--- config.mk ---
export PLATFORM = sky130hd
export DESIGN_NAME = button_conditioner
export DESIGN_NICKNAME = d
export VERILOG_FILES = /design/src/rtl/button_conditioner.sv
export SDC_FILE = /design/constraint.sdc
export NUM_CORES = 1
export LEC_CHECK = 0
export ABC_CLOCK_PERIOD_IN_PS = 7700
export CAP_MARGIN = 20
export CORE_UTILIZATION = 45
export CTS_CLUSTER_DIAMETER = 120
export DETAILED_ROUTE_END_ITERATION = 16
export GPL_ROUTABILITY_DRIVEN = 1
export GPL_TIMING_DRIVEN = 0
export HOLD_SLACK_MARGIN = 0.15
export PLACE_DENSITY_LB_ADDON = 0.15
export SYNTH_ARGS = -nofsm -noshare
export SYNTH_HDL_FRONTEND = slang
export SYNTH_SLANG_ARGS = --single-unit
--- constraint.sdc ---
create_clock -name clk -period 7.7 [get_ports clk]
set_clock_uncertainty 0.2 [all_clocks]
set_input_delay 1.54 -clock clk [delete_from_list [all_inputs] [get_ports clk]]
set_output_delay 1.54 -clock clk [all_outputs]
set_load 0.02 [all_outputs]
--- src/rtl/button_conditioner.sv ---
// Push-button front end: per-button two-flop synchronizer, stable-count debouncer,
// single-cycle press pulse and optional hold-to-auto-repeat pulses.
module button_conditioner #(
    parameter int                N_BTN           = 5,
    parameter int                DEBOUNCE_CYCLES = 1_000_000,
    parameter int                REPEAT_DELAY    = 50_000_000,
    parameter int                REPEAT_PERIOD   = 15_000_000,
    parameter logic [N_BTN-1:0]  REPEAT_MASK     = 5'b11110
) (
    input  logic             clk,
    input  logic             reset,
    input  logic [N_BTN-1:0] btn_in,
    output logic [N_BTN-1:0] btn_level,
    output logic [N_BTN-1:0] btn_pulse
);

    localparam int MAX_AB = (DEBOUNCE_CYCLES > REPEAT_DELAY) ? DEBOUNCE_CYCLES : REPEAT_DELAY;
    localparam int MAX_C  = (MAX_AB > REPEAT_PERIOD) ? MAX_AB : REPEAT_PERIOD;
    localparam int CW     = $clog2(MAX_C) + 1;

    localparam logic [CW-1:0] DEB_LAST = CW'(DEBOUNCE_CYCLES - 1);
    localparam logic [CW-1:0] RD_LAST  = CW'(REPEAT_DELAY - 1);
    localparam logic [CW-1:0] RP_LAST  = CW'(REPEAT_PERIOD - 1);
    localparam logic [CW-1:0] CNT_MAX  = {CW{1'b1}};

    typedef enum logic [2:0] {
        IDLE,
        ARMING,
        HELD,
        REPEAT,
        RELEASING
    } state_t;

    for (genvar i = 0; i < N_BTN; i++) begin : g_chan
        logic          s1;
        logic          sync;
        state_t        state;
        state_t        state_nx;
        logic [CW-1:0] cnt;
        logic [CW-1:0] cnt_nx;
        logic          level;
        logic          level_nx;
        logic          pulse;
        logic          pulse_nx;

        always_ff @(posedge clk or posedge reset) begin
            if (reset) begin
                s1   <= 1'b0;
                sync <= 1'b0;
            end else begin
                s1   <= btn_in[i];
                sync <= s1;
            end
        end

        always_ff @(posedge clk or posedge reset) begin
            if (reset) begin
                state <= IDLE;
                cnt   <= '0;
                level <= 1'b0;
                pulse <= 1'b0;
            end else begin
                state <= state_nx;
                cnt   <= cnt_nx;
                level <= level_nx;
                pulse <= pulse_nx;
            end
        end

        // A bounce while releasing drops back to HELD, so the repeat delay restarts.
        always_comb begin
            state_nx = state;
            cnt_nx   = cnt;
            level_nx = level;
            pulse_nx = 1'b0;
            case (state)
                IDLE: begin
                    cnt_nx   = '0;
                    level_nx = 1'b0;
                    if (sync) state_nx = ARMING;
                end
                ARMING: begin
                    if (!sync) begin
                        state_nx = IDLE;
                        cnt_nx   = '0;
                    end else if (cnt == DEB_LAST) begin
                        state_nx = HELD;
                        cnt_nx   = '0;
                        level_nx = 1'b1;
                        pulse_nx = 1'b1;
                    end else begin
                        cnt_nx = cnt + 1'b1;
                    end
                end
                HELD: begin
                    if (!sync) begin
                        state_nx = RELEASING;
                        cnt_nx   = '0;
                    end else if (REPEAT_MASK[i] && cnt == RD_LAST) begin
                        state_nx = REPEAT;
                        cnt_nx   = '0;
                        pulse_nx = 1'b1;
                    end else if (cnt != CNT_MAX) begin
                        cnt_nx = cnt + 1'b1;
                    end
                end
                REPEAT: begin
                    if (!sync) begin
                        state_nx = RELEASING;
                        cnt_nx   = '0;
                    end else if (cnt == RP_LAST) begin
                        cnt_nx   = '0;
                        pulse_nx = 1'b1;
                    end else begin
                        cnt_nx = cnt + 1'b1;
                    end
                end
                RELEASING: begin
                    if (sync) begin
                        state_nx = HELD;
                        cnt_nx   = '0;
                    end else if (cnt == DEB_LAST) begin
                        state_nx = IDLE;
                        cnt_nx   = '0;
                        level_nx = 1'b0;
                    end else begin
                        cnt_nx = cnt + 1'b1;
                    end
                end
                default: begin
                    state_nx = IDLE;
                    cnt_nx   = '0;
                    level_nx = 1'b0;
                end
            endcase
        end

        assign btn_level[i] = level;
        assign btn_pulse[i] = pulse;
    end

endmodule

Word-level counts from Yosys, hierarchy flattened
Cells that the tools add are included. W data, S select, Z words.

Add/sub/neg operators: 5. Equality and inequality tests: 88. Multiplexer cells: 145. Bitwise logic cells: 5. Reduce and logical (&&, ||, !) cells: 20.

Operator list (count): $mux W27 (39); $pmux W27 S4 (5); $add A27 B1 Y27 const B (5); $eq A27 B20 Y1 const B (5); $eq A27 B24 Y1 const B (5); $ne A27 B27 Y1 const B (5); $mux W3 (38); $eq A27 B26 Y1 const B (4); $ne A2 B2 Y1 const B (30); $pmux W3 S5 (4); $mux W1 (48); $ne A3 B3 Y1 const B (15); $reduce_and A5 Y1 (9); $eq A3 B2 Y1 const B (10); $pmux W1 S3 (9); $ne A4 B4 Y1 const B (4); $eq A3 B1 Y1 const B (5); $eq A3 B3 Y1 const B (5); $logic_not A3 Y1 (5); $pmux W3 S4 (1); $reduce_or A2 Y1 (5); $not A1 Y1 (5); $reduce_and A4 Y1 (1); $pmux W1 S2 (1).

Bits in registers: 170. Output and inout bits: 10.

Logic depth before layout (Yosys ltp)
Word-level depth: 5. Depth in mapped cells: 10. Mapped depth without buffers: 7.

Worst setup path before layout
No wires, ideal clock.

Kind: reg2reg. From: reg g_chan[2].cnt[7]. To: reg g_chan[2].cnt[12]. Setup time: 0.119 ns. Data arrival time: 2.235 ns. Setup slack: 5.146 ns. Stages on the path, launching flop included: 9. Path buffers: 2. Period minus slack after synthesis: 2.554 ns. Path through: dfrtp_1 -> or4_1 -> or4_4 -> nor3_4 -> a211o_1 -> and2_1 -> buf_4 -> buf_6 -> nor2_1.

Cells in the longest elaborated chain, start to end: 5. Elaborated cells between the ends (all ways): 15. Those cells by class: add/sub: 1; eq/ne: 5; mux: 9.

RTL lines: start: declaration (line 39) `logic [CW-1:0] cnt;`; start signal: assignment (line 64) `cnt <= cnt_nx;`; $add A27 B1 Y27; $mux W27 (line 103) `end else if (cnt != CNT_MAX) begin`; $mux W27 (line 99) `end else if (REPEAT_MASK[i] && cnt == RD_LAST) begin`; $mux W27 (line 96) `if (!sync) begin`; $pmux W27 S4 (line 76) `case (state)`.

Parallel ways exist; a longest one is shown, timed or not. The select of a mux whose other input is x is not followed. A chain may end at the register's enable or synchronous reset.

Worst setup path in the final report
From: reg g_chan[1].level. To: out btn_level[1].

RTL lines: start: declaration (line 41) `logic level;`; start signal: assignment (line 65) `level <= level_nx;`; end: declaration (line 13) `output logic [N_BTN-1:0] btn_level,`.

No word-level cell between the ends.

==> flow_summary.ini <==
[logic_synthesis]
synth_nets = 1060
syn_area_mm2 = 0.00957
ys_warn_count = 0
ys_types = 73
syn_inst = 1048
synth-edff-count = 0
syn_avg_cell_area_um2 = 9.13
synthArstFlopShare = 1.00
synth_ff_type = dfrtp_1
ys_ff_latch = 170
ys_seq_area_frac = 0.444

[worst_setup_path]
slowest_delay_ns = 0.61
crit_type = reg2out
crit_buf_inv = 2
worstSetupEndpointType = output port
cp-start-kind = register
worstPathCellList = buf_4, clkdlybuf4s50_1
cp.required_ns = 5.96
path_delay_family = buffers and inverters
cp.arrival_ns = 1.52
reg2reg_depth = 8
crit_fanout = 2
critPathSlowestCell = clkdlybuf4s50_1
crit_cells = 2

[clocking]
cts_sinks = 170
clockRootBuffer = clkbuf_16
clkSlewWorstSetupHoldPaths_ns = 0.07
clockBufferDepth = 2
numCtsBuffers = 17
clkLatencyLatePin_ns = 0.43
postCtsResizedCells = 0
cts_hold_buf = 0
postCtsSetupBuffers = 0
htreeDepth = 4
cts_tree = built

[sta]
rsz0062_at_grt = false
setup_viol = 0
fin_crit_ns = 3.26
slew-limit-headroom = 0.257
report.final.hold_viol_count = 0
fin_ws_ns = 4.44
finalSetupTns_ns = 0
timing.final.crit_share = 0.423
worst_pin_slew_ns = 1.11
fmax_mhz = 307
final_max_slew_viol_count = 0

[die]
initial_core_util = 0.466
die_h_um = 148
ios = 17
num_rows = 52
dieArea_mm2 = 0.0219
core-area_mm2 = 0.0206
die_w_um = 148

[power]
p_clk_frac = 0.483
p_seq_frac = 0.480
powerDensity_mw_per_mm2 = 177
switchingPower_mw = 0.419
peakVddDrop_v = 0.000127
combPwrFrac = 0.037
internal_power_mw = 1.48
p_leak_nw = 4.22
switching_share = 0.220
total_power_mw = 1.90

[detailed_routing]
routedWlPerCell_um = 15.4
via_count = 7786
drc = 0
first_pass_iters = 5
wirelength_um = 21100
drtIter0Drc = 418
via_per_inst = 5.69
ant_nets = 0

[final_layout]
area_growth_pct = 12.2
antenna_cells = 0
finalNetCount = 1097
drive_above_1_share = 0.0920
fill_cells = 1956

[place]
portBuffers = 16
gp_congestion = 0.892
hpwl_um = 14600
dp_slack_ns = 4.57

[status]
status = completed

[grt]
grt_max_degree = 116
grt_pass1_vias = 7465
overflow = 0
grt_use_total = 0.207
grt_pass1_wl_um = 36800
antenna_found_initial = 0

[hold_path]
hold_class = reg2reg
whs_path_depth = 0

[flow_run]
maxCapViolCount = 0
sequential cells by signal, summed over array words and instances, names as in the netlist:
signal,count
g_chan.cnt,135
g_chan.state,15
g_chan.level,5
g_chan.pulse,5
g_chan.s1,5
g_chan.sync,5
metal layers:
layer  track usage  wire, um
met3        0.0318       622
met5             0         0
met4        0.0711       337
met1         0.288     10300
met2         0.327      9870
path summary, 6_finish.rpt:
| kind | to | startpoint | slack (ns) |
|---|---|---|---|
| max | btn_level[1] | g_chan[1].level | 4.44 |
| min | g_chan[2].sync | g_chan[2].s1 | 0.15 |
| max reg2reg | g_chan[4].cnt[14] | g_chan[4].cnt[0] | 4.67 |
| min reg2reg | g_chan[2].sync | g_chan[2].s1 | 0.15 |
| max in group asynchronous | g_chan[4].s1 | reset | 5.09 |
| min in group asynchronous | g_chan[2].cnt[7] | reset | 1.33 |
synth_stat cells, types with 4 or more instances:
cell,number,area [um^2]
a211oi_1,11,82.6
a21o_1,4,30.0
a21oi_1,42,210
a31oi_1,7,43.8
and2_1,17,106
and3_1,16,100
and4_1,16,140
buf_2,12,60.1
buf_4,12,90.1
buf_6,8,90.1
clkbuf_1,18,67.6
dfrtp_1,170,4250
ha_1,5,62.6
inv_1,24,90.1
mux2i_1,8,80.1
nand2_1,76,285
nand2b_1,12,75.1
nand3_1,53,265
nand4_1,65,407
nand4b_1,6,52.6
nor2_1,159,597
nor2b_1,7,43.8
nor3_1,30,150
nor3b_1,4,30.0
nor4_1,18,113
nor4b_1,6,52.6
nor4bb_1,8,80.1
o211ai_1,4,30.0
o21ai_0,37,185
o31ai_1,6,45.0
or2_2,4,25.0
or3_1,12,75.1
or4_1,12,90.1
or4_4,4,45.0
xnor2_1,40,350
xor2_1,62,543
layout by cell type (no fill, tap or decap), drive strengths merged, types with 4 or more instances in the layout:
master	n
dfrtp	170
nor2	160
nand2	76
nand4	65
xor2	62
nand3	53
a21oi	44
xnor2	40
clkbuf	39
o21ai	37
buf	34
nor3	32
inv	24
nor4	20
and2	20
and4	18
and3	17
clkdlybuf4s50	16
or4	16
or3	14
nand2b	12
a211oi	12
nor4bb	8
mux2i	8
a31oi	8
nor2b	7
nor4b	6
nand4b	6
o31ai	6
ha	5
nor3b	5
clkinv	5
o211ai	4
or2	4
a21o	4
bufinv	4
per-stage QoR:
stage | hold slack (ns) | cell area (um^2) | std cells | utilization
after floorplan | 0.131 | 9570 | 1048 | -
after global placement | 0.133 | 10100 | 1334 | 0.490
after detailed placement | 0.138 | 10100 | 1336 | 0.492
after CTS | 0.154 | 10700 | 1368 | 0.522
after global routing | 0.158 | 10700 | 1368 | 0.522
final | 0.150 | 10700 | 1368 | 0.522
logic make-up after synthesis:
group,synth area share
multiplexers,0.00837
flip-flops,0.444
XOR/XNOR,0.0933
buffers and inverters,0.0421
AO/OA/AOI/OAI,0.0928
AND/OR/NAND/NOR,0.313
adder cells (fa/ha/maj),0.00654
power groups by stage:
stage               clock network [mW]  registers, mW  logic (mW)
floorplan                            0          0.928      0.0509
global placement                     0          0.931      0.0693
detailed placement                   0          0.931      0.0723
CTS                              0.943          0.914      0.0729
global route                     0.974          0.915      0.0811
finish                           0.919          0.914      0.0704
cell type report:
class / instances / area [um^2] / area share
Timing Repair Buffer: 18 / 193 / 0.0179
Sequential cell: 170 / 4250 / 0.396
Clock inverter: 12 / 171 / 0.0160
Tap cell: 270 / 338 / 0.0315
Multi-Input combinational cell: 803 / 4920 / 0.458
Inverter: 24 / 97.6 / 0.00909
Clock buffer: 20 / 457 / 0.0425
Buffer: 51 / 313 / 0.0291
Power figures use the tool's default switching activity.
